===== src/rtl/gauss_pkg.sv =====
// gauss_pkg: shared FSM encoding, image geometry defaults and request vector type
package gauss_pkg;
    typedef enum logic [1:0] {ST_IDLE, ST_FEED, ST_DRAIN, ST_DONE} state_e;
    typedef logic [1:0] req_t;
    localparam int unsigned IMG_WIDTH_DEF  = 1920;
    localparam int unsigned IMG_HEIGHT_DEF = 1080;
    localparam int unsigned CNT_W          = 12;
endpackage


===== src/rtl/gauss_rr_arb2.sv =====
// gauss_rr_arb2: two-way round-robin pick; pointer resets as if 1 won last so 0 wins first
module gauss_rr_arb2
    import gauss_pkg::*;
(
    input  logic clk,
    input  logic rst,
    input  req_t req,
    input  logic take,
    output logic win
);
    logic last_q, last_d;

    always_comb begin
        win    = (&req) ? !last_q : req[1];
        last_d = take ? win : last_q;
    end

    always_ff @(posedge clk) begin
        if (rst) last_q <= 1'b1;
        else     last_q <= last_d;
    end
endmodule


===== src/rtl/gauss_frame_arbiter.sv =====
// gauss_frame_arbiter: time-shares one Gaussian stage between two pixel streams,
// one whole frame at a time, with framing checks and per-requester frame counts.
module gauss_frame_arbiter
    import gauss_pkg::*;
#(
    parameter int unsigned IMG_WIDTH  = IMG_WIDTH_DEF,
    parameter int unsigned IMG_HEIGHT = IMG_HEIGHT_DEF
) (
    input  logic        clk,
    input  logic        rst,
    input  logic [7:0]  s0_tdata,
    input  logic        s0_tvalid,
    input  logic        s0_tlast,
    input  logic        s0_tuser,
    output logic        s0_tready,
    input  logic [7:0]  s1_tdata,
    input  logic        s1_tvalid,
    input  logic        s1_tlast,
    input  logic        s1_tuser,
    output logic        s1_tready,
    output logic [7:0]  g_tdata,
    output logic        g_tvalid,
    output logic        g_tlast,
    output logic        g_tuser,
    input  logic        g_tready,
    input  logic [7:0]  r_tdata,
    input  logic        r_tvalid,
    input  logic        r_tlast,
    input  logic        r_tuser,
    output logic        r_tready,
    output logic [7:0]  m0_tdata,
    output logic        m0_tvalid,
    output logic        m0_tlast,
    output logic        m0_tuser,
    input  logic        m0_tready,
    output logic [7:0]  m1_tdata,
    output logic        m1_tvalid,
    output logic        m1_tlast,
    output logic        m1_tuser,
    input  logic        m1_tready,
    input  logic [1:0]  en,
    output logic        busy,
    output logic        grant_id,
    output logic        frame_done,
    output logic        frame_done_id,
    output logic        err_sof,
    output logic        err_len,
    output logic        sync_drop,
    output logic [15:0] frame_cnt0,
    output logic [15:0] frame_cnt1
);
    localparam logic [CNT_W-1:0] COL_LAST = CNT_W'(IMG_WIDTH - 1);
    localparam logic [CNT_W-1:0] LINES    = CNT_W'(IMG_HEIGHT);

    state_e           state_q, state_d;
    logic             grant_q, grant_d, first_q, first_d, win;
    logic [CNT_W-1:0] col_q, col_d, in_line_q, in_line_d, out_line_q, out_line_d;
    logic [15:0]      fcnt0_q, fcnt0_d, fcnt1_q, fcnt1_d;
    logic             frame_done_q, frame_done_d, frame_done_id_q, frame_done_id_d;
    logic             err_sof_q, err_sof_d, err_len_q, err_len_d, sync_drop_q, sync_drop_d;
    req_t             elig, drop;
    logic             idle, feed, act, done, g_hs, r_hs, col_last;

    gauss_rr_arb2 u_arb (
        .clk  (clk),
        .rst  (rst),
        .req  (elig),
        .take (|elig),
        .win  (win)
    );

    // Stream routing; handshakes are held off while rst is asserted
    always_comb begin
        idle      = state_q == ST_IDLE;
        feed      = state_q == ST_FEED && !rst;
        act       = (state_q == ST_FEED || state_q == ST_DRAIN) && !rst;
        elig      = idle ? {en[1] & s1_tvalid & s1_tuser, en[0] & s0_tvalid & s0_tuser} : 2'b00;
        drop      = (idle && !rst) ? {en[1] & s1_tvalid & ~s1_tuser, en[0] & s0_tvalid & ~s0_tuser} : 2'b00;
        g_tdata   = grant_q ? s1_tdata : s0_tdata;
        g_tlast   = grant_q ? s1_tlast : s0_tlast;
        g_tuser   = grant_q ? s1_tuser : s0_tuser;
        g_tvalid  = feed && (grant_q ? s1_tvalid : s0_tvalid);
        s0_tready = drop[0] || (feed && !grant_q && g_tready);
        s1_tready = drop[1] || (feed && grant_q && g_tready);
        r_tready  = act && (grant_q ? m1_tready : m0_tready);
        m0_tdata  = r_tdata;
        m0_tlast  = r_tlast;
        m0_tuser  = r_tuser;
        m0_tvalid = act && !grant_q && r_tvalid;
        m1_tdata  = r_tdata;
        m1_tlast  = r_tlast;
        m1_tuser  = r_tuser;
        m1_tvalid = act && grant_q && r_tvalid;
        busy          = !idle;
        grant_id      = grant_q;
        frame_done    = frame_done_q;
        frame_done_id = frame_done_id_q;
        err_sof       = err_sof_q;
        err_len       = err_len_q;
        sync_drop     = sync_drop_q;
        frame_cnt0    = fcnt0_q;
        frame_cnt1    = fcnt1_q;
    end

    // Completion needs both sides at IMG_HEIGHT lines, possibly in the same cycle
    always_comb begin
        done       = state_q == ST_DONE;
        g_hs       = g_tvalid && g_tready;
        r_hs       = r_tvalid && r_tready;
        col_last   = col_q == COL_LAST;
        col_d      = (done || (g_hs && (g_tlast || col_last))) ? '0 : col_q + CNT_W'(g_hs);
        in_line_d  = done ? '0 : in_line_q + CNT_W'(g_hs && g_tlast);
        out_line_d = done ? '0 : out_line_q + CNT_W'(r_hs && r_tlast);
        state_d    = idle ? (|elig ? ST_FEED : ST_IDLE)
                   : done ? ST_IDLE
                   : (in_line_d == LINES && out_line_d == LINES) ? ST_DONE
                   : (in_line_d == LINES) ? ST_DRAIN : state_q;
        grant_d         = |elig ? win : grant_q;
        first_d         = idle || (first_q && !g_hs);
        err_len_d       = g_hs && (g_tlast != col_last);
        err_sof_d       = g_hs && g_tuser && !first_q;
        sync_drop_d     = |drop;
        frame_done_d    = state_d == ST_DONE;
        frame_done_id_d = frame_done_d ? grant_q : frame_done_id_q;
        fcnt0_d         = fcnt0_q + 16'(done && !grant_q);
        fcnt1_d         = fcnt1_q + 16'(done && grant_q);
    end

    always_ff @(posedge clk) begin
        if (rst) begin
            state_q         <= ST_IDLE;
            grant_q         <= 1'b0;
            first_q         <= 1'b1;
            col_q           <= '0;
            in_line_q       <= '0;
            out_line_q      <= '0;
            fcnt0_q         <= '0;
            fcnt1_q         <= '0;
            frame_done_q    <= 1'b0;
            frame_done_id_q <= 1'b0;
            err_sof_q       <= 1'b0;
            err_len_q       <= 1'b0;
            sync_drop_q     <= 1'b0;
        end else begin
            state_q         <= state_d;
            grant_q         <= grant_d;
            first_q         <= first_d;
            col_q           <= col_d;
            in_line_q       <= in_line_d;
            out_line_q      <= out_line_d;
            fcnt0_q         <= fcnt0_d;
            fcnt1_q         <= fcnt1_d;
            frame_done_q    <= frame_done_d;
            frame_done_id_q <= frame_done_id_d;
            err_sof_q       <= err_sof_d;
            err_len_q       <= err_len_d;
            sync_drop_q     <= sync_drop_d;
        end
    end
endmodule


===== config.mk =====
export PLATFORM = sky130hd
export DESIGN_NAME = gauss_frame_arbiter
export DESIGN_NICKNAME = d
export VERILOG_FILES = /design/src/rtl/gauss_pkg.sv /design/src/rtl/gauss_rr_arb2.sv /design/src/rtl/gauss_frame_arbiter.sv
export SDC_FILE = /design/constraint.sdc
export NUM_CORES = 1
export LEC_CHECK = 0
export ABC_AREA = 1
export BUFFER_PORTS_ARGS = -buffer_cell sky130_fd_sc_hd__buf_2
export CORE_UTILIZATION = 40
export CTS_BUF_LIST = sky130_fd_sc_hd__clkbuf_4 sky130_fd_sc_hd__clkbuf_8
export DETAILED_ROUTE_END_ITERATION = 10
export PLACE_DENSITY = 0.67
export SLEW_MARGIN = 20
export SYNTH_ARGS = -nofsm -noshare
export SYNTH_HDL_FRONTEND = slang
export SYNTH_SLANG_ARGS = --single-unit

===== constraint.sdc =====
create_clock -name clk -period 3.85 [get_ports clk]
set_input_delay 0 -clock clk [delete_from_list [all_inputs] [get_ports clk]]
set_output_delay 0 -clock clk [all_outputs]
set_load 0.02 [all_outputs]

==> qor.txt, run 1 <==
fin. max-slew vios - 0
syn avg cell area - 6.83 µm²
port bufs - 87
CTS Hold Buffers Added - 3
max-cap violation count - 0
initial antenna violation count - 0
Die Span X - 104 µm
Clk pin slew, worst setup/hold paths - 0.07 ns
Hold Vio Cnt, Final - 0
CP startpoint - state_q[1]
nature of the critical path startpoint - register
Inst Count DP - 799
drt initial violations - 184
Yosys warning count - 0
layout cell share with drive strength beyond 1 - 19.7%
drt pass-1 iters - 5
Finished Layout Cells - 818
RD Place Congestion - 0.831
aggregate global routing overflow - 0
reg-to-reg critical path startpoint - state_q[1]
# diodes - 0
Yosys cell types - 38
Final #Nets - 734
Final Cycle Share - 79.6%
post-cts sizing count - 0
Setup Viol. Count Final - 0
per-cell routed wire length - 11.0 µm
Ports - 115
synthesis-to-finish area growth - 16.3%
# rows - 36
Mapped Cells - 609
final setup margin - 0.786 ns
Max Clock Freq - 326 MHz
Initial Util - 42.0%
Seq/Total Area, Yosys - 37.5%
Skew-Pair Late Insertion Delay - 0.36 ns
clock buffer depth - 2
PnR Total Power - 1660 µW
die height - 104 µm
Peak VDD IR - 226 µV
first-pass GRT wire length - 15500 µm
Slew @ Worst Pin - 0.545 ns
fill count - 1018
Cell Area, Synth - 4160 µm²
setup slack after placement - 0.797 ns
Critical Path RT - 4.10 ns
register bit total from synthesis - 78
# DRC - 0
CTS tree - yes
Root Driver - clkbuf_8
Slew headroom - 63.4%
minimum clock period - 3.06 ns
DR vias - 3891
worst setup path category - reg2reg
RSZ-0062 raised after global routing - false
hold_sp - r_tdata[0]
Fin Setup TNS - 0 ns
reg2reg setup slack - 0.79 ns
largest net degree at the start of global routing - 45
CP endpoint kind - register
DP Wirelength - 6710 µm
Syn Nets - 663
static leakage - 0.00228 µW
crit-path max FO - 6
WP data arrival - 3.31 ns
CTS Buf Count - 9
min-delay worst type - in2out
DRT antenna net count - 0
clock skew - 0.0118 ns
vias per cell - 4.76
GRT Total Usage - 17.0%
wirelength, routed - 9010 µm
outcome - completed
vias in the first global route - 3545
die area - 10800 µm²
pwr dens - 343 nW/µm²
number of clock sinks - 78
final core occ - 48.9%
htree depth - 3
Core ar. - 9910 µm²
buffer count from post-CTS setup fixing - 0
-- per-layer routing --
layer  up-vias  track usage [%]  wire length, µm
met1      1752             21.0             4170
met4         0             3.78               41
met5         -                0                0
li1       2050                -                -
met3         7             5.89              570
met2        82             28.5             4230
-- power breakdown --
part           internal (µW)  total (µW)  switching [µW]
sequential               808         810            1.17
clock                    448         752             305
combinational           35.2         100            64.8
total                   1290        1660             371
-- metrics by stage --
step | area [µm²] | hold slack [ns]
after global routing | 4840 | 0.0000433
final | 4840 | 0.0000152
after detailed placement | 4560 | 0.000211
after global placement | 4560 | 0.000211
after floorplan | 4160 | 0.113
after CTS | 4840 | 0.000211
-- synthesized netlist by cell type, drive strengths merged --
cell type  instances  area [µm²]
a21o               3        22.5
a21oi             24         120
a31oi              1        6.26
and3               2        12.5
buf               32         218
clkbuf             1        3.75
clkinv             1        3.75
dfxtp             78        1560
ha                14         175
inv               84         315
nand2            127         487
nand3             50         275
nand4              9        56.3
nor2             118         480
nor3              27         166
nor3b              3        27.5
nor4               2        18.8
o211ai             1        7.51
o21a               2        15.0
o21ai             19        95.1
o21bai             3        26.3
o22a               1        8.76
or2                1        6.26
xnor2              1        8.76
xor2               5        43.8
-- state kept, by name, summed over array words and instances, names as in the netlist, 2 cells and up --
register / cells
out_line_q: 12
state_q: 2
frame_cnt1: 16
col_q: 12
frame_cnt0: 16
in_line_q: 12
-- worst max-delay path, stage by stage, from the launching register on --
cell	delay, ns
dfxtp_1	0.33
inv_1	0.10
ha_1	0.15
inv_1	0.04
nor2_1	0.20
nand3_1	0.10
nand2_1	0.11
nand2_1	0.14
nor2_1	0.12
ha_1	0.22
ha_1	0.26
nand3_2	0.13
nor2_4	0.16
nand3_1	0.12
nand3_1	0.13
nand2_1	0.08
nor2_1	0.11
nand2_1	0.06
nand2_1	0.07
nand3_2	0.08
nand2_2	0.08
nand3_1	0.06
nand2_1	0.07
nor2_1	0.05
-- path summary, 6_finish.rpt --
check,end,cells past startpoint
max reg2reg,frame_done_id,23
min reg2reg,err_sof,1
min,m1_tdata[0],0
max,frame_done_id,23
-- area by class of cell --
type	count	area, µm²	share of cell area, %
inverters	85	319	6.59
clock inverters	5	108	2.22
repair buffers	93	488	10.1
clock buffers	11	139	2.87
flip-flops and latches	78	1560	32.3
well taps	133	166	3.44
multi-input cells	413	2060	42.5
-- cells by family after synthesis --
group / Yosys count / synth area share [%]
AOI/OAI and AO/OA: 54 / 7.25
xor gates and xnor gates: 6 / 1.26
adders and majority gates: 14 / 4.21
buffers and inverters: 118 / 13.0
DFF: 78 / 37.5
and+or+nand+nor: 339 / 36.8
-- placed cells by master (no fill, tap or decap), types with 14 or more instances in the layout --
cell and count:
nand2_1 123, nor2_1 109, buf_2 87, inv_1 82, dfxtp_1 78, nand3_1 45
a21oi_1 24, nor3_1 22, o21ai_0 19, ha_1 14
Note: power is estimated with default switching activity, not from simulation.
==> run 2: changes to the inputs <==
- clock period: 3.85 -> 3.2 ns (I/O delays scaled with it)
==> qor.txt, run 2 (synthesized netlist as in run 1, its figures left out) <==
aggregate global routing overflow - 0 (unchanged)
Core ar. - 9910 µm² (unchanged)
drt initial violations - 166 (was 184)
die area - 10800 µm² (unchanged)
DR vias - 3932 (was 3891)
nature of the critical path startpoint - register (unchanged)
vias in the first global route - 3775 (was 3545)
Max Clock Freq - 351 MHz (was 326 MHz)
die height - 104 µm (unchanged)
RD Place Congestion - 0.825 (was 0.831)
Root Driver - clkbuf_8 (unchanged)
htree depth - 3 (unchanged)
pwr dens - 396 nW/µm² (was 343 nW/µm²)
Initial Util - 42.0% (unchanged)
per-cell routed wire length - 11.3 µm (was 11.0 µm)
Clk pin slew, worst setup/hold paths - 0.08 ns (was 0.07 ns)
Die Span X - 104 µm (unchanged)
# DRC - 0 (unchanged)
final core occ - 49.3% (was 48.9%)
Final #Nets - 740 (was 734)
synthesis-to-finish area growth - 17.4% (was 16.3%)
Inst Count DP - 803 (was 799)
largest net degree at the start of global routing - 35 (was 45)
Final Cycle Share - 89.1% (was 79.6%)
final setup margin - 0.349 ns (was 0.786 ns)
initial antenna violation count - 0 (unchanged)
static leakage - 0.00229 µW (was 0.00228 µW)
clock skew - 0.0122 ns (was 0.0118 ns)
# rows - 36 (unchanged)
min-delay worst type - in2out (unchanged)
Critical Path RT - 3.46 ns (was 4.10 ns)
crit-path max FO - 4 (was 6)
worst setup path category - reg2reg (unchanged)
Fin Setup TNS - 0 ns (unchanged)
CP endpoint kind - register (unchanged)
DP Wirelength - 7020 µm (was 6710 µm)
wirelength, routed - 9330 µm (was 9010 µm)
Peak VDD IR - 247 µV (was 226 µV)
hold slack final - 0.0000136 ns (was 0.0000152 ns)
CTS tree - yes (unchanged)
fin. max-slew vios - 0 (unchanged)
number of clock sinks - 78 (unchanged)
minimum clock period - 2.85 ns (was 3.06 ns)
drt pass-1 iters - 4 (was 5)
# diodes - 0 (unchanged)
commonest non-fill, non-tap cell in the layout - nand2_1 (unchanged)
Slew @ Worst Pin - 0.392 ns (was 0.545 ns)
DRT antenna net count - 0 (unchanged)
vias per cell - 4.77 (was 4.76)
setup slack after placement - 0.221 ns (was 0.797 ns)
commonest cells after routing, fill and taps aside - 123 x nand2_1, 107 x nor2_1, 87 x buf_2 (was 123 x nand2_1, 109 x nor2_1, 87 x buf_2)
max-cap violation count - 0 (unchanged)
port bufs - 87 (unchanged)
layout cell share with drive strength beyond 1 - 20.8% (was 19.7%)
GRT Total Usage - 18.3% (was 17.0%)
clock buffer depth - 2 (unchanged)
Skew-Pair Late Insertion Delay - 0.36 ns (about the same)
Finished Layout Cells - 824 (was 818)
Slew headroom - 73.9% (was 63.4%)
Ports - 115 (unchanged)
WP data arrival - 3.11 ns (was 3.31 ns)
CTS Buf Count - 9 (unchanged)
first-pass GRT wire length - 16500 µm (was 15500 µm)
Hold Vio Cnt, Final - 0 (unchanged)
Setup Viol. Count Final - 0 (unchanged)
outcome - completed (unchanged)
## run 2: routing by layer
layer  global-route usage (%)  vias up  part of all wire [%]  wire [µm]
met5                        0        -                     0          0
met4                     6.63        0                   1.8        167
met3                     5.58       14                   5.6        525
met2                     32.0       79                    48       4450
met1                     21.0     1786                    45       4190
li1                         -     2053                     -          -
## run 2: timing repair
action                                 CTS  global route
hold buffers                             4             0
endpoints found under the hold margin    4             0
resized for setup                        0             5
setup buffers                            0             1
setup endpoints to repair                0             4
## run 2: critical path, cell delays in order, from the launching register on
cell and delay (ns):
dfxtp_1 0.33, inv_1 0.09, ha_1 0.15, inv_1 0.06
nor2_4 0.12, nand3_1 0.09, nand2_1 0.10, nand2_1 0.06
nor2_1 0.12, ha_2 0.22, ha_2 0.22, nand3_2 0.11
nor2_4 0.17, nand3_1 0.12, nand2_1 0.08, nor2_1 0.04
nor2_1 0.09, nand2_1 0.07, nor2_2 0.10, nand2_1 0.08
nand3_2 0.06, nand2_2 0.06, a21oi_1 0.13, nor2_1 0.06
## run 2: per-stage QoR
step	instance area, µm²	power [µW]
final	4880	1930
after global routing	4880	2010
after global placement	4590	1120
after floorplan	4160	1100
after detailed placement	4590	1120
after CTS	4860	1960
## run 2: layout make-up
| cell class | count | area (µm²) |
|---|---|---|
| clock inverter | 5 | 82.6 |
| clock buffer | 11 | 145 |
| inverter | 85 | 319 |
| timing repair buffer | 99 | 536 |
| fill | 1016 | 5020 |
| tap | 133 | 166 |
| sequential | 78 | 1560 |
| multi-input combinational | 413 | 2070 |
## run 2: worst paths after layout
kind	from	slack (ns)	to	cells past startpoint
worst max-delay path	state_q[1]	0.35	frame_done_id	23
worst min register to register	first_q	0.44	err_sof	1
worst min-delay path	r_tdata[1]	0.00001	m1_tdata[1]	0
worst max register to register	state_q[1]	0.35	frame_done_id	23
## run 2: power breakdown
group          internal (µW)  leakage, µW  switching [µW]
logic                   44.4      0.00155            80.5
registers                973     0.000628            2.12
clock network            471     0.000117             363
total                   1490      0.00229             445
